[src/rtl/tophat_model_loader.sv]
// tophat_model_loader: byte-stream command front end for tophat_tree_core.
// Parses opcodes, unpacks model/feature payloads into the core's flattened
// vectors, issues run/clear pulses and holds off the stream while the core
// is busy.
// Optional build macro: TOPHAT_LOADER_CHECKSUM_EN appends an XOR checksum
// byte to every payload and only raises the loaded flag on a match.
//
// state   | meaning
// --------+-----------------------------------------------------------
// S_CMD   | waiting for an opcode byte
// S_MODEL | receiving the model payload (3 bytes per node, then leaves)
// S_FEAT  | receiving the feature payload (one byte per feature)
// S_CSUM  | (checksum build only) receiving the payload checksum byte
module tophat_model_loader #(
  parameter int NUM_FEATURES = 8,
  parameter int NUM_INTERNAL = 7,
  parameter int NUM_LEAVES   = 8
) (
  input  logic                      clk,
  input  logic                      rst,
  input  logic                      in_valid_i,
  input  logic [7:0]                in_data_i,
  output logic                      in_ready_o,
  input  logic                      core_busy_i,
  output logic                      run_o,
  output logic                      clear_o,
  output logic                      model_loaded_o,
  output logic                      features_loaded_o,
  output logic [NUM_FEATURES*8-1:0] feature_vector_o,
  output logic [NUM_INTERNAL*3-1:0] node_feature_o,
  output logic [NUM_INTERNAL*8-1:0] node_threshold_o,
  output logic [NUM_INTERNAL*4-1:0] node_left_o,
  output logic [NUM_INTERNAL*4-1:0] node_right_o,
  output logic [NUM_LEAVES*8-1:0]   leaf_value_o,
  output logic                      err_o
);

  localparam int MODEL_BYTES = 3*NUM_INTERNAL + NUM_LEAVES;

  localparam logic [7:0] OP_LOAD_MODEL = 8'h01;
  localparam logic [7:0] OP_LOAD_FEAT  = 8'h02;
  localparam logic [7:0] OP_RUN        = 8'h03;
  localparam logic [7:0] OP_CLEAR      = 8'h04;

`ifdef TOPHAT_LOADER_CHECKSUM_EN
  typedef enum logic [1:0] {S_CMD, S_MODEL, S_FEAT, S_CSUM} state_t;
`else
  typedef enum logic [1:0] {S_CMD, S_MODEL, S_FEAT} state_t;
`endif

  state_t     state_q, state_d;
  logic [4:0] cnt_q;
  logic       accept;
  logic       run_set, clear_set;
  logic       last_model, last_feat;

`ifdef TOPHAT_LOADER_CHECKSUM_EN
  logic [7:0] xor_q;
  logic       csum_model_q;  // 1: the pending checksum belongs to a model load
`endif

  assign last_model = (cnt_q == 5'(MODEL_BYTES-1));
  assign last_feat  = (cnt_q == 5'(NUM_FEATURES-1));

  // State register
  always_ff @(posedge clk) begin
    if (rst) state_q <= S_CMD;
    else     state_q <= state_d;
  end

  // Next-state logic; the FSM only moves on an accepted byte
  always_comb begin
    state_d = state_q;
    if (accept) begin
      case (state_q)
        S_CMD: begin
          case (in_data_i)
            OP_LOAD_MODEL: state_d = S_MODEL;
            OP_LOAD_FEAT:  state_d = S_FEAT;
            default:       state_d = S_CMD;
          endcase
        end
`ifdef TOPHAT_LOADER_CHECKSUM_EN
        S_MODEL: if (last_model) state_d = S_CSUM;
        S_FEAT:  if (last_feat)  state_d = S_CSUM;
        S_CSUM:  state_d = S_CMD;
`else
        S_MODEL: if (last_model) state_d = S_CMD;
        S_FEAT:  if (last_feat)  state_d = S_CMD;
`endif
        default: state_d = S_CMD;
      endcase
    end
  end

  // Output logic: handshake and next-cycle pulse requests
  always_comb begin
    in_ready_o = ~core_busy_i;
    accept     = in_valid_i & ~core_busy_i;
    run_set    = accept && (state_q == S_CMD) && (in_data_i == OP_RUN);
    clear_set  = accept && (state_q == S_CMD) && (in_data_i == OP_CLEAR);
  end

  // Registered outputs, byte counter and write-through payload unpacking
  always_ff @(posedge clk) begin
    if (rst) begin
      cnt_q             <= '0;
      run_o             <= 1'b0;
      clear_o           <= 1'b0;
      model_loaded_o    <= 1'b0;
      features_loaded_o <= 1'b0;
      err_o             <= 1'b0;
      feature_vector_o  <= '0;
      node_feature_o    <= '0;
      node_threshold_o  <= '0;
      node_left_o       <= '0;
      node_right_o      <= '0;
      leaf_value_o      <= '0;
`ifdef TOPHAT_LOADER_CHECKSUM_EN
      xor_q             <= '0;
      csum_model_q      <= 1'b0;
`endif
    end else begin
      run_o   <= run_set;
      clear_o <= clear_set;
      if (accept) begin
        case (state_q)
          S_CMD: begin
            case (in_data_i)
              OP_LOAD_MODEL: begin
                model_loaded_o <= 1'b0;
                cnt_q          <= '0;
`ifdef TOPHAT_LOADER_CHECKSUM_EN
                xor_q          <= '0;
                csum_model_q   <= 1'b1;
`endif
              end
              OP_LOAD_FEAT: begin
                features_loaded_o <= 1'b0;
                cnt_q             <= '0;
`ifdef TOPHAT_LOADER_CHECKSUM_EN
                xor_q             <= '0;
                csum_model_q      <= 1'b0;
`endif
              end
              OP_RUN: ;
              OP_CLEAR: begin
                model_loaded_o    <= 1'b0;
                features_loaded_o <= 1'b0;
                err_o             <= 1'b0;
                feature_vector_o  <= '0;
                node_feature_o    <= '0;
                node_threshold_o  <= '0;
                node_left_o       <= '0;
                node_right_o      <= '0;
                leaf_value_o      <= '0;
              end
              default: err_o <= 1'b1;
            endcase
          end
          S_MODEL: begin
            for (int n = 0; n < NUM_INTERNAL; n++) begin
              if (cnt_q == 5'(3*n))
                node_feature_o[n*3 +: 3] <= in_data_i[2:0];
              if (cnt_q == 5'(3*n+1))
                node_threshold_o[n*8 +: 8] <= in_data_i;
              if (cnt_q == 5'(3*n+2)) begin
                node_left_o[n*4 +: 4]  <= in_data_i[7:4];
                node_right_o[n*4 +: 4] <= in_data_i[3:0];
              end
            end
            for (int l = 0; l < NUM_LEAVES; l++) begin
              if (cnt_q == 5'(3*NUM_INTERNAL + l))
                leaf_value_o[l*8 +: 8] <= in_data_i;
            end
            cnt_q <= cnt_q + 5'd1;
`ifdef TOPHAT_LOADER_CHECKSUM_EN
            xor_q <= xor_q ^ in_data_i;
`else
            if (last_model) model_loaded_o <= 1'b1;
`endif
          end
          S_FEAT: begin
            for (int f = 0; f < NUM_FEATURES; f++) begin
              if (cnt_q == 5'(f))
                feature_vector_o[f*8 +: 8] <= in_data_i;
            end
            cnt_q <= cnt_q + 5'd1;
`ifdef TOPHAT_LOADER_CHECKSUM_EN
            xor_q <= xor_q ^ in_data_i;
`else
            if (last_feat) features_loaded_o <= 1'b1;
`endif
          end
`ifdef TOPHAT_LOADER_CHECKSUM_EN
          S_CSUM: begin
            if (in_data_i == xor_q) begin
              if (csum_model_q) model_loaded_o    <= 1'b1;
              else              features_loaded_o <= 1'b1;
            end else begin
              err_o <= 1'b1;
            end
          end
`endif
          default: ;
        endcase
      end
    end
  end

endmodule
[config.mk]
export PLATFORM = sky130hd
export DESIGN_NAME = tophat_model_loader
export DESIGN_NICKNAME = d
export VERILOG_FILES = /design/src/rtl/tophat_model_loader.sv
export SDC_FILE = /design/constraint.sdc
export NUM_CORES = 1
export LEC_CHECK = 0
export ABC_AREA = 1
export BUFFER_PORTS_ARGS = -buffer_cell sky130_fd_sc_hd__buf_2
export CORE_UTILIZATION = 30
export CTS_CLUSTER_DIAMETER = 80
export CTS_CLUSTER_SIZE = 20
export DETAILED_ROUTE_END_ITERATION = 7
export GPL_TIMING_DRIVEN = 0
export PLACE_DENSITY = 0.5
export SKIP_LAST_GASP = 1
export SLEW_MARGIN = 40
export SYNTH_ARGS = -nofsm -noshare
export SYNTH_HDL_FRONTEND = slang
export SYNTH_SLANG_ARGS = --single-unit
[constraint.sdc]
create_clock -name clk -period 2.05 [get_ports clk]
set_input_delay 0.3075 -clock clk [delete_from_list [all_inputs] [get_ports clk]]
set_output_delay 0.3075 -clock clk [all_outputs]
set_load 0.01 [all_outputs]
==> results.ini <==
[detailed_routing]
via_per_inst=5.17
wirelength_um=51700
first_iter_violations=894
drc_errors=0
via_count=12196
post_drt_wl_per_cell_um=21.9
postRouteAntennaNets=0
dr.pass1.iters=5

[yosys]
yosysTopAreaCellShare_pct=47.3
yosysSeqAreaShare_pct=47.3
syn_avg_cell_area_um2=7.56
ys.flop_type=dfxtp_1
syn_nets=1550
synth_edf_count=0
ys_types=25
synth_top_cell_by_area=dfxtp_1
syn_inst=1530
synth-async-reset-ratio_pct=0
ys.warnings.count=0
ys_seq_elements=273
synth.top_cells.by_area=dfxtp_1 47%, nand2_1 13%, nand4_1 12%
syn_area_um2=11600

[clock_tree]
ctsHoldBuffers=0
cts_tree=yes
clock-sinks=273
cts_buffers=19
clkLatencyLatePin_ps=530
path_clk_slew_ps=90
clockBufferDepth=3
root_buffer=clkbuf_16
cts_htree_levels=1

[pwr]
p_per_area_nw_per_um2=650
total_leakage_power_nw=6.25
comb_power_share_pct=4.5
power_w=0.00966
p_clk_share_pct=40.6
p_switching_w=0.00240
seqPwrFrac_pct=54.9
power.internal_w=0.00726
ir_drop_mv=0.556
swShare_pct=24.8

[finish]
final_common_cell=nand2_1
syn_to_final_growth_pct=28.6
nets=1860
final_cell_mix=377 x nand2_1, 291 x buf_2, 271 x dfxtp_1
fin_area_um2=14900
drive_gt1_share_pct=26.3
instances_no_fill=2359

[global_route]
grt_max_degree=21
grt_pass1_vias=11261
grt_antenna_before_repair=3
grtUsageTotal_pct=25.5
grt-ovfl-total=0
grt_first_pass_wirelength_um=73700

[place]
dpl-instance-area_um2=13600
io_buffers=277
pre_cts_ws_ps=-357
dp.cells=2318
hpwl_um=37500
gp_congestion=0.926

[floorplanning]
io_pins=279
start_util_pct=30.6
dieHeight_um=198
row_count=71
dieArea_um2=39300
core-area_um2=37800
die_w_um=198

[critical_path]
crit_fanout=10
criticalPathCategory=reg -> reg
r2r_slack_ps=100
critPathTopFamily=buffers and inverters
max_stage_delay_ps=360
cp-start-kind=flop
crit_chain=inv_1 > ha_1 > clkbuf_4 > clkbuf_2 > nand2_1 > clkinvlp_4 > nand4_1 > a21oi_1
worst-path-buf-inv=4
crit_arrival_ps=2340
endpoint_kind=flop
crit_required_ps=2440
crit_path_top_delay_cell=dfxtp_1

[timing]
setup_violations=0
finClkSkew_ps=31.4
worstMarginPinSlew_ps=902
period_minus_slack_ps=1950
drv_slew=0
setup_slack_ps=99.9
max_freq_mhz=513
rsz0062_at_grt=yes
slew_headroom_pct=39.9
layout_worst_path_cycle_share_pct=95.1
hold_viol=0

[job]
maxCapViolations=0

[run_status]
status=finished, final reports clean

[worst_hold_path]
hold_class=in -> reg

## kinds of logic (layout without fill, tap and decap cells)
logic type / count (synthesis) / count (layout) / synth area share [%]
other cells: 0 / 3 / 0
flops: 273 / 273 / 47.3
compound gates: 242 / 242 / 10.9
simple gates: 792 / 792 / 32.2
buf+inv: 215 / 530 / 8.78
fa+ha+maj: 8 / 8 / 0.866
## flip-flops by register name, indices dropped and copies added, names as in the netlist
name	cells
model_loaded_o	1
err_o	1
state_q	2
clear_o	1
cnt_q	5
node_threshold_o	56
node_left_o	28
run_o	1
feature_vector_o	64
node_right_o	28
features_loaded_o	1
node_feature_o	21
leaf_value_o	64
## metrics by stage
| step | TNS, ps | hold slack [ps] | utilization, % |
|---|---|---|---|
| 3_5_place_dp | -32620 | 451 | 36.0 |
| 4_1_cts | -37.2 | 126 | 37.9 |
| 3_3_place_gp | -34790 | 446 | 36.0 |
| 5_1_grt | -38.7 | 120 | 39.4 |
| 6_report | 0 | 129 | 39.4 |
| 2_1_floorplan | 0 | 456 | - |
## tightest hold or removal path, stage by stage
cell	delay, ps
buf_2	140
nand4_1	100
nor3_1	50
## power groups by stage
| stage | clock network (W) | registers [W] | logic (W) |
|---|---|---|---|
| 2_1_floorplan | 0 | 0.00543 | 0.000200 |
| 5_1_grt | 0.00419 | 0.00530 | 0.000452 |
| 6_report | 0.00393 | 0.00530 | 0.000433 |
| 3_5_place_dp | 0 | 0.00543 | 0.000355 |
| 3_3_place_gp | 0 | 0.00543 | 0.000353 |
| 4_1_cts | 0.00400 | 0.00530 | 0.000376 |
## final timing paths
check	from	to	cells after the start
setup reg to reg	state_q[0]	feature_vector_o[1]	8
hold reg to reg	feature_vector_o[19]	feature_vector_o[19]	2
hold / removal	in_data_i[1]	run_o	3
setup / recovery	state_q[0]	feature_vector_o[1]	8
## repair_timing
action,in CTS,in global routing
pin swaps,1,7
endpoints found under the setup margin,225,260
gates resized for setup,43,126
gates cloned,0,3
buffers inserted,3,6
## cells in the mapped netlist (3+ instances only)
cell and instances:
nor2_2 3, buf_2 37, a21oi_1 226, nand3_2 16
nand3_1 46, o21ai_2 10, nor2_1 109, clkbuf_1 49
ha_1 8, dfxtp_1 273, inv_1 90, inv_2 5
o21ai_0 4, buf_4 21, nand4_1 222, buf_6 11
nand2_1 388
## metal layers
metal,vias up,global-route usage [%],part of all wire [%]
li1,5829,-,-
met1,5796,34.2,44
met2,486,39.7,44
met3,85,5.89,7.8
met4,0,9.45,4.0
met5,-,0,0
## cell type report
class	instances	area (µm²)
well taps	511	639
multi-input cells	1042	5390
diodes	3	7.51
inverters	95	375
clock inverters	7	95.1
clock buffers	19	475
plain buffers	120	875
flip-flops and latches	273	5470
fillers	4000	22900
repair buffers	289	1540
(Power assumes the default switching activity.)
